$ cat src/rtl/sr_latch_driver.sv
// rtl/sr_latch_driver.sv - timed set/clear pulse driver with read-back check for an active-low NAND SR latch
// Optional feedback synchronizer: define SR_LATCH_DRIVER_FB_SYNC_EN.
module sr_latch_driver #(
   parameter int PULSE_W = 2,
   parameter int GAP_W   = 1,
   parameter int CNT_W   = 4
) (
   input  logic       clk,
   input  logic       rst_n,
   input  logic       req_valid,
   input  logic       req_set,
   output logic       req_ready,
   output logic [1:0] sr,
   input  logic       q_fb,
   output logic       done,
   output logic       err,
   output logic       busy
);

   localparam logic [1:0] SR_SET   = 2'b01;
   localparam logic [1:0] SR_CLEAR = 2'b10;
   localparam logic [1:0] SR_HOLD  = 2'b11;

   localparam logic [CNT_W-1:0] PULSE_LOAD = CNT_W'(PULSE_W - 1);
`ifdef SR_LATCH_DRIVER_FB_SYNC_EN
   // Two extra settle cycles cover the synchronizer depth.
   localparam logic [CNT_W-1:0] SETTLE_LOAD = CNT_W'(GAP_W + 1);
`else
   localparam logic [CNT_W-1:0] SETTLE_LOAD = CNT_W'(GAP_W - 1);
`endif

   typedef enum logic [1:0] {
      IDLE   = 2'd0,
      PULSE  = 2'd1,
      SETTLE = 2'd2,
      CHECK  = 2'd3
   } state_t;

   state_t           state_q, state_d;
   logic [CNT_W-1:0] cnt_q, cnt_d;
   logic             exp_q, exp_d;
   logic [1:0]       sr_q, sr_d;
   logic             done_q, done_d;
   logic             err_q, err_d;
   logic             busy_q, busy_d;
   logic             fb_s;

`ifdef SR_LATCH_DRIVER_FB_SYNC_EN
   logic [1:0] sync_q;

   always_ff @(posedge clk) begin
      if (!rst_n) begin
         sync_q <= 2'b00;
      end else begin
         sync_q <= {sync_q[0], q_fb};
      end
   end

   assign fb_s = sync_q[1];
`else
   assign fb_s = q_fb;
`endif

   assign req_ready = (state_q == IDLE) && rst_n;

   always_ff @(posedge clk) begin
      if (!rst_n) begin
         state_q <= IDLE;
         cnt_q   <= '0;
         exp_q   <= 1'b0;
         sr_q    <= SR_HOLD;
         done_q  <= 1'b0;
         err_q   <= 1'b0;
         busy_q  <= 1'b0;
      end else begin
         state_q <= state_d;
         cnt_q   <= cnt_d;
         exp_q   <= exp_d;
         sr_q    <= sr_d;
         done_q  <= done_d;
         err_q   <= err_d;
         busy_q  <= busy_d;
      end
   end

   always_comb begin
      state_d = state_q;
      cnt_d   = cnt_q;
      exp_d   = exp_q;
      case (state_q)
         IDLE: begin
            if (req_valid && req_ready) begin
               state_d = PULSE;
               cnt_d   = PULSE_LOAD;
               exp_d   = req_set;
            end
         end
         PULSE: begin
            if (cnt_q == '0) begin
               state_d = SETTLE;
               cnt_d   = SETTLE_LOAD;
            end else begin
               cnt_d = cnt_q - 1'b1;
            end
         end
         SETTLE: begin
            if (cnt_q == '0) begin
               state_d = CHECK;
            end else begin
               cnt_d = cnt_q - 1'b1;
            end
         end
         default: state_d = IDLE;
      endcase
   end

   // Outputs are computed from the next state so sr only ever moves between hold and one code.
   always_comb begin
      sr_d   = SR_HOLD;
      done_d = 1'b0;
      err_d  = 1'b0;
      busy_d = (state_d != IDLE);
      if (state_d == PULSE) begin
         sr_d = exp_d ? SR_SET : SR_CLEAR;
      end
      if (state_d == CHECK) begin
         done_d = 1'b1;
         err_d  = (fb_s != exp_q);
      end
   end

   assign sr   = sr_q;
   assign done = done_q;
   assign err  = err_q;
   assign busy = busy_q;

endmodule

$ cat config.mk
export PLATFORM = sky130hd
export DESIGN_NAME = sr_latch_driver
export DESIGN_NICKNAME = d
export VERILOG_FILES = /design/src/rtl/sr_latch_driver.sv
export SDC_FILE = /design/constraint.sdc
export NUM_CORES = 1
export LEC_CHECK = 0
export CORE_MARGIN = 3
export CORE_UTILIZATION = 40
export DETAILED_ROUTE_END_ITERATION = 16
export GPL_ROUTABILITY_DRIVEN = 1
export HOLD_SLACK_MARGIN = 0.06
export PLACE_DENSITY = 0.69
export SLEW_MARGIN = 20
export SYNTH_ARGS = -nofsm -noshare
export SYNTH_HDL_FRONTEND = slang
export SYNTH_SLANG_ARGS = --single-unit
$ cat constraint.sdc
create_clock -name clk -period 1.9 [get_ports clk]
set_input_delay 0.38 -clock clk [delete_from_list [all_inputs] [get_ports clk]]
set_output_delay 0.38 -clock clk [all_outputs]
set_load 0.005 [all_outputs]
# Word level (Yosys, flattened, before mapping)

Cells that the tools add are included.

Register bits after elaboration: 12
Input port bits: 5

Add/subtract/negate cells: 1
Eq/ne operators: 7
Mux-type cells: 12
Reduce and logical (&&, ||, !) cells: 9

Operators with widths:

| operator                                                                | number |
|---|---|
| 4-bit two-way mux                                                       | 3 |
| 4-bit case mux with 3 select lines                                      | 1 |
| 2-bit two-way mux                                                       | 4 |
| 2-bit case mux with 3 select lines                                      | 1 |
| 2-bit by 1-bit == test with 1-bit output, second input constant         | 2 |
| 2-bit == test, second input constant                                    | 2 |
| 4-bit logical NOT                                                       | 1 |
| 2-bit AND reduction                                                     | 2 |
| 4-bit by 1-bit subtractor with 4-bit output, second input constant      | 1 |
| 1-bit two-way mux                                                       | 3 |
| 3-bit AND reduction                                                     | 1 |
| 3-bit nonzero test                                                      | 1 |
| 1-bit logical AND                                                       | 2 |
| 2-bit logical NOT                                                       | 1 |
| 2-bit by 1-bit inequality test with 1-bit output, second input constant | 1 |
| 2-bit inequality test, second input constant                            | 1 |
| 2-bit nonzero test                                                      | 1 |
| 1-bit inequality test                                                   | 1 |

# Depth between registers and ports, before layout

Gate-level depths: netlist (run 1).

Word-level depth: 7
Depth in mapped cells: 6
Mapped depth without buffers: 6

# Worst setup path before layout (run 1)

Ideal clock, no wire load.

Path type: reg2reg
From: reg state_q[0]
To: reg busy_q (netlist: busy)
Data arrival time: 1.661 ns
Setup slack: 0.096 ns
Stages on the path, launching flop included: 7
Cell sequence: dfxtp_1 inv_1 ha_1 nor2b_1 o21a_1 a211oi_1 a31oi_1

Cells in the longest elaborated chain, start to end: 6
Elaborated cells between the ends (all ways): 10

RTL lines:

| item                                 | line   | source |
|---|---|---|
| start, declared                      | 39     | `state_t state_q, state_d;` |
| start signal, assigned               | 76     | `state_q <= state_d;` |
| 2-bit logical NOT                    | 64, 90 |  |
| 1-bit logical AND                    | 64     | `assign req_ready = (state_q == IDLE) && rst_n;` |
| 1-bit logical AND                    | 92     | `if (req_valid && req_ready) begin` |
| 2-bit two-way mux                    | 92     |  |
| 2-bit case mux with 3 select lines * | 90     | `case (state_q)` |
| 2-bit nonzero test *                 | 122    | `busy_d = (state_d != IDLE);` |
| end signal, assigned                 | 82     | `busy_q <= busy_d;` |
| end, declared                        | 45     | `logic busy_q, busy_d;` |

Every way passes the cells marked *; elsewhere a longest branch is shown, timed or not.
A chain may end at the register's enable or synchronous reset.

# Final worst setup path (run 1)

From: reg state_q[0]
To: out req_ready

Cells in the longest elaborated chain, start to end: 2

RTL lines:

| item              | line | source |
|---|---|---|
| 2-bit logical NOT | 64   |  |
| 1-bit logical AND | 64   |  |
| end, declared     | 12   | `output logic req_ready,` |

No other way between the ends.

==> results of run 1 <==
state kept, by name, indices dropped and copies added, names as in the netlist:
name,flops
cnt_q,4
exp_q,1
err,1
sr,2
busy,1
done,1
state_q,2
repair_timing:
item / in CTS / in global routing
hold buffers: 0 / 0
setup endpoints to repair: 1 / 5
resized for setup: 6 / 4
layout make-up:
cell class                      instances  area, um2
Clock buffer                            4       36.3
Fill cell                             111        515
Inverter                                5       21.3
Multi-Input combinational cell         51        405
Sequential cell                        12        244
Tap cell                               15       18.8
Timing Repair Buffer                   20        174
per-layer routing:
| layer | vias up | share of wire [%] |
|---|---|---|
| met1 | 253 | 51 |
| li1 | 296 | - |
| met5 | - | 0 |
| met3 | 5 | 4.9 |
| met4 | 0 | 2.2 |
| met2 | 9 | 41 |
layout by cell type, fill, tap and decap left out, types with 3 or more instances in the layout:
cell type / Yosys / final
sky130_fd_sc_hd__ha_1: 7 / 6
sky130_fd_sc_hd__nand2_1: 5 / 5
sky130_fd_sc_hd__nor2_1: 3 / 3
sky130_fd_sc_hd__clkbuf_4: 0 / 3
sky130_fd_sc_hd__inv_1: 5 / 3
sky130_fd_sc_hd__dfxtp_1: 12 / 9
sky130_fd_sc_hd__dfxtp_2: 0 / 3
sky130_fd_sc_hd__buf_4: 0 / 10
sky130_fd_sc_hd__nand3_1: 3 / 3
sky130_fd_sc_hd__clkdlybuf4s50_1: 0 / 9
metrics by stage:
stage          hold slack [ns]  utilization, %  worst slack [ns]  instance area (um2)  setup TNS [ns]
6_report                 0.496            63.6            0.0581                  900               0
5_1_grt                  0.513            63.6           -0.0122                  900         -0.0122
4_1_cts                  0.496            63.0           0.00669                  892               0
3_5_place_dp             0.483            59.5           -0.0487                  842         -0.0878
3_3_place_gp             0.479            59.5           -0.0352                  842         -0.0628
2_1_floorplan            0.461               -            0.0956                  648               0
worst reg2reg max path: stages, from the launching register on:
cell and delay, ns:
sky130_fd_sc_hd__dfxtp_2 0.36, sky130_fd_sc_hd__inv_1 0.06, sky130_fd_sc_hd__ha_1 0.21, sky130_fd_sc_hd__nor3b_1 0.19
sky130_fd_sc_hd__or4b_4 0.58, sky130_fd_sc_hd__o31ai_1 0.25, sky130_fd_sc_hd__a21o_1 0.10
worst min path at each step:
stage,slack (ns),depth (start not counted),endpoint,start
4_1_cts,0.50,2,exp_q$_SDFF_PN0_,exp_q$_SDFF_PN0_
3_5_place_dp,0.48,2,exp_q$_SDFF_PN0_,exp_q$_SDFF_PN0_
2_1_floorplan,0.46,2,exp_q$_SDFF_PN0_,exp_q$_SDFF_PN0_
3_3_place_gp,0.48,2,exp_q$_SDFF_PN0_,exp_q$_SDFF_PN0_
6_report,0.50,2,exp_q$_SDFF_PN0_,exp_q$_SDFF_PN0_
5_1_grt,0.51,2,exp_q$_SDFF_PN0_,exp_q$_SDFF_PN0_
cells by family (layout without fill, tap and decap cells):
group,count (synthesis),count (layout)
adders and majority gates,7,7
DFF,12,12
muxes,1,1
AOI/OAI and AO/OA,17,17
xor gates and xnor gates,1,1
and+or+nand+nor,25,25
buffers and inverters,5,29
power groups by stage:
stage | Combinational [uW] | Sequential (uW) | Clock, uW
2_1_floorplan | 429 | 371 | 0
3_3_place_gp | 756 | 375 | 0
3_5_place_dp | 767 | 376 | 0
4_1_cts | 801 | 378 | 221
5_1_grt | 897 | 394 | 231
6_report | 815 | 387 | 209
==> flow_summary.ini, run 1 <==
[outcome]
status = complete, no violations

[global_route]
grtUsageMet1_pct = 20.0
grt_start_max_net_pins = 8
antenna_found_initial = 0
globalRouteTotalUtil_pct = 15.6
busiest_layer = met2
grt_first_pass_wirelength_um = 2200
grt.overflow.total = 0
global_route.usage.met3_pct = 8.20
gr-usage-met2_pct = 20.6
number_of_global_route_vias_before_repair = 511

[timing]
worst_clock_skew_ns = 0.00625
rsz0062_at_grt = yes
max_slew_headroom_pct = 65.5
setup_viol_count_final = 0
number_of_max_slew_violations_in_the_final_report = 0
timing.fmax_mhz = 543
timing.final.hold_violations = 0
worst_pin_slew_ns = 0.516
post-route-min-period_ns = 1.84
post-route-period-util_pct = 96.9

[critical_path]
critical_path.cell_chain = inv_4, ha_4, and2_1, clkdlybuf4s50_1
critical_path.slowest_cell = sky130_fd_sc_hd__clkdlybuf4s50_1
timing.rr.start = cnt_q[0]$_SDFFE_PN0P_
setup.worst_path.start_class = flop
cp-endpoint = req_ready
worstPathArrival_ns = 1.46
regToRegEndpoint = cnt_q[3]$_SDFFE_PN0P_
worstSetupPathType = flop to output port
critical_path_depth = 4
timing.critical_path.buf_inv = 2
cp_slowest_stage_delay_ns = 0.49
worst_setup_path_end_kind = output port
critPathRequiredTime_ns = 1.52
critical_path_origin = state_q[0]$_SDFF_PN0_
critical_path.top_delay_family = buffers and inverters
setup.reg_to_reg.worst_slack_ns = 0.11
worst_r2r_path_depth = 6
timing.critical_path.fanout_max = 5

[logic_synthesis]
synth_top_family_by_area = simple AND/OR/NAND/NOR gates
synth_cells = 68
synth-seq-area-share_pct = 37.1
yosys_reg_bits = 12
ys_types = 31
ys.flop_type = sky130_fd_sc_hd__dfxtp_1
synth.yosys.warnings = 0
post_synth_xor_area_fraction_pct = 1.35
synth_nets = 80
share_of_the_synthesized_area_in_the_top_cell_type_pct = 37.1
post_synth_instance_area_um2 = 648
synth.top_cells.by_area = sky130_fd_sc_hd__dfxtp_1, sky130_fd_sc_hd__ha_1, sky130_fd_sc_hd__inv_1
synth_async_sr_flop_share_pct = 0
synth_adder_area_share_pct = 13.5
yosys.cell_count.top_type = sky130_fd_sc_hd__dfxtp_1
synthDominantAreaCellType = sky130_fd_sc_hd__dfxtp_1
synth_mux_area_share_pct = 1.54
number_of_enable_flip_flop_cells_after_synthesis = 0
average_cell_area_after_synthesis_um2 = 9.53
synth_simple_gate_area_share_pct = 24.1
synth_compound_gate_area_share_pct = 19.5
synth_common_cells = sky130_fd_sc_hd__dfxtp_1, sky130_fd_sc_hd__ha_1, sky130_fd_sc_hd__inv_1, sky130_fd_sc_hd__nand2_1

[route]
wl_per_cell_um = 12.8
dr.pass1.iters = 4
routed_wirelength_um = 1370
vias_per_cell = 5.26
drt_drc_violations_left = 0
drt-initial-drc-count = 9
route.antenna.remaining_nets = 0
dr_total_vias = 563

[place]
post-place-cells = 103
gpl.final_weighted_congestion = 0.864
io_buffers = 10
detailedPlacementHpwl_um = 1070

[pwr]
share_comb_of_total_power_pct = 57.8
power.net_switching_uw = 524
totalPowerFinal_uw = 1410
peak_ir_drop_on_the_vdd_network_mv = 0.850
power.leakage_uw = 0.000383
seqPwrFrac_pct = 27.4
power.clock.fraction_pct = 14.8
internal-power_uw = 887
power_per_cell_area_mw_per_mm2 = 1570
switching_share_pct = 37.1

[floorplan]
die-height_um = 46.3
rows = 13
io_pins = 11
design.core.area_mm2 = 0.00142
chipWidth_um = 46.3
floorplan.initialDensity_pct = 45.8
die_area_mm2 = 0.00214

[clocking]
cts_made_buffers = 3
tritoncts_num_sinks = 12
cts_buffer_depth = 2
clk-insertion-delay-late_ns = 0.28
tritoncts = yes
worst_setup_hold_path_clk_slew_ns = 0.08
cts.repair_timing.setup_buffer_count = 0
number_of_h_tree_levels = 1
cts_root_buf = sky130_fd_sc_hd__clkbuf_4

[final_layout]
layout.cells.non_filler = 107
antennaDiodeCount = 0
fin_nets = 105
syn_to_final_growth_pct = 38.8
drive_above_1_share_pct = 27.2

[job]
drv_cap = 0

[worst_hold_path]
hold_path.class = flop to flop
(Power assumes the default switching activity.)
==> run 2: changes to the inputs <==
- ABC_CLOCK_PERIOD_IN_PS: unset -> 1900
- REMOVE_ABC_BUFFERS: unset -> 1
==> results of run 2 <==
No change in the layout: final DEF, timing and power equal those of run 1.
==> run 3: changes to the inputs <==
- CORE_MARGIN: 3 -> unset
- SLEW_MARGIN: 20 -> 5
==> flow_summary.ini, run 3 (synthesis results as in run 1) <==
[outcome]
status = complete, no violations

[critical_path]
critical_path.cell_chain = inv_1, ha_1, nor3b_1, or4b_4, o31ai_1, a21o_1
cp_slowest_stage_delay_ns = 0.57
setup.worst_path.start_class = flop
timing.critical_path.fanout_max = 4
critPathRequiredTime_ns = 2.13
worst_setup_path_end_kind = flop
worstPathArrival_ns = 2.06
worstSetupPathType = flop to flop
critical_path.slowest_cell = sky130_fd_sc_hd__or4b_4

[global_route]
grt_first_pass_wirelength_um = 2420
globalRouteTotalUtil_pct = 17.9
antenna_found_initial = 0
grt_start_max_net_pins = 8
number_of_global_route_vias_before_repair = 564
grt.overflow.total = 0

[timing]
max_slew_headroom_pct = 67.2
post-route-min-period_ns = 1.83
timing.fmax_mhz = 547
post-route-period-util_pct = 96.3
setup_viol_count_final = 0
rsz0062_at_grt = yes
number_of_max_slew_violations_in_the_final_report = 0
worst_pin_slew_ns = 0.491
timing.final.ws_setup_ns = 0.0709
timing.final.hold_violations = 0
worst_clock_skew_ns = 0.000895

[floorplan]
io_pins = 11
chipWidth_um = 42.3
floorplan.initialDensity_pct = 43.0
rows = 14
design.core.area_mm2 = 0.00151
die-height_um = 42.3
die_area_mm2 = 0.00179

[route]
route.antenna.remaining_nets = 0
routed_wirelength_um = 1500
dr.pass1.iters = 4
wl_per_cell_um = 13.3
dr_total_vias = 606
drt-initial-drc-count = 23
vias_per_cell = 5.36
drt_drc_violations_left = 0

[clocking]
cts_made_buffers = 3
cts_buffer_depth = 2
clk-insertion-delay-late_ns = 0.28
cts-hold-fix-buffers = 0
tritoncts = yes
number_of_h_tree_levels = 1
cts_root_buf = sky130_fd_sc_hd__clkbuf_4
worst_setup_hold_path_clk_slew_ns = 0.08
tritoncts_num_sinks = 12

[pwr]
power.net_switching_uw = 552
internal-power_uw = 923
share_comb_of_total_power_pct = 61.0
switching_share_pct = 37.4
seqPwrFrac_pct = 24.5
power_per_cell_area_mw_per_mm2 = 1580
peak_ir_drop_on_the_vdd_network_mv = 0.666
power.clock.fraction_pct = 14.4
power.leakage_uw = 0.000418
totalPowerFinal_uw = 1480

[final_layout]
drive_above_1_share_pct = 27.8
fin_nets = 110
layout.cells.most_common = sky130_fd_sc_hd__buf_4
layout.cells.non_filler = 113
layout_common_cells = sky130_fd_sc_hd__buf_4, sky130_fd_sc_hd__dfxtp_1, sky130_fd_sc_hd__clkdlybuf4s50_1, sky130_fd_sc_hd__ha_1, sky130_fd_sc_hd__nand2_1
syn_to_final_growth_pct = 44.2
fillerInstances = 126
multi_input_comb_area_um2 = 405
largest_register_ff_count = 4
sequential_cell_area_um2 = 240
largest_register = cnt_q
antennaDiodeCount = 0

[place]
io_buffers = 10
gpl.final_weighted_congestion = 0.817
place_worst_setup_slack_ns = -0.0505
detailedPlacementHpwl_um = 1100
post-place-cells = 107

[job]
drv_cap = 0

[worst_hold_path]
hold_path.class = flop to flop
run 3: cell types whose count changed in the layout (fill, tap and decap cells not counted), sizes merged:
cell           change
clkdlybuf4s50      -1
buf                +5
dlymetal6s2s       +1
run 3: worst max-delay path, delay by kind of cell (launching register included):
kind	cells	cell delay [ns]
AOI/OAI and AO/OA	2	0.35
DFF	1	0.37
and+or+nand+nor	2	0.75
buffers and inverters	1	0.09
adders and majority gates	1	0.22
run 3: through the flow:
step | instance area (um2) | hold slack (ns) | util [%] | setup TNS (ns)
global placement | 866 | 0.477 | 57.5 | -0.0679
CTS | 903 | 0.505 | 60.0 | 0
finish | 935 | 0.501 | 62.0 | 0
global route | 935 | 0.529 | 62.0 | -0.127
floorplan | 648 | 0.461 | - | 0
detailed placement | 866 | 0.493 | 57.5 | -0.0910
run 3: path summary, 6_finish.rpt:
check                              from                     to  slack, ns  cells past startpoint
setup / recovery  cnt_q[0]$_SDFFE_PN0P_  cnt_q[3]$_SDFFE_PN0P_       0.07                      6
hold / removal         exp_q$_SDFF_PN0_       exp_q$_SDFF_PN0_       0.50                      2
setup reg to reg  cnt_q[0]$_SDFFE_PN0P_  cnt_q[3]$_SDFFE_PN0P_       0.07                      6
hold reg to reg        exp_q$_SDFF_PN0_       exp_q$_SDFF_PN0_       0.50                      2
run 3: final cells by class:
cell class | instances | area share (%)
clock buffers | 4 | 3.88
inverters | 5 | 2.01
multi-input cells | 51 | 43.4
flip-flops and latches | 12 | 25.7
well taps | 16 | 2.14
repair buffers | 25 | 22.9
run 3: metal layers:
metal	GRT usage, %	part of all wire (%)	wire length, um
met4	9.38	2.5	37
met3	3.02	2.5	37
met1	22.8	48	720
met2	28.6	47	706
met5	0	0	0
run 3: power by group through the flow:
| stage | combinational (uW) | clock, uW | sequential, uW |
|---|---|---|---|
| after detailed placement | 812 | 0 | 363 |
| final | 900 | 213 | 362 |
| after global routing | 980 | 226 | 372 |
| after global placement | 799 | 0 | 363 |
| after floorplan | 429 | 0 | 371 |
| after CTS | 826 | 214 | 359 |
run 3: repair_timing:
item                                    in CTS  in global routing
pin swaps                                    0                  0
setup buffers                                0                  2
cloned                                       0                  0
endpoints found under the setup margin       1                  5
gates resized for setup                      3                  4
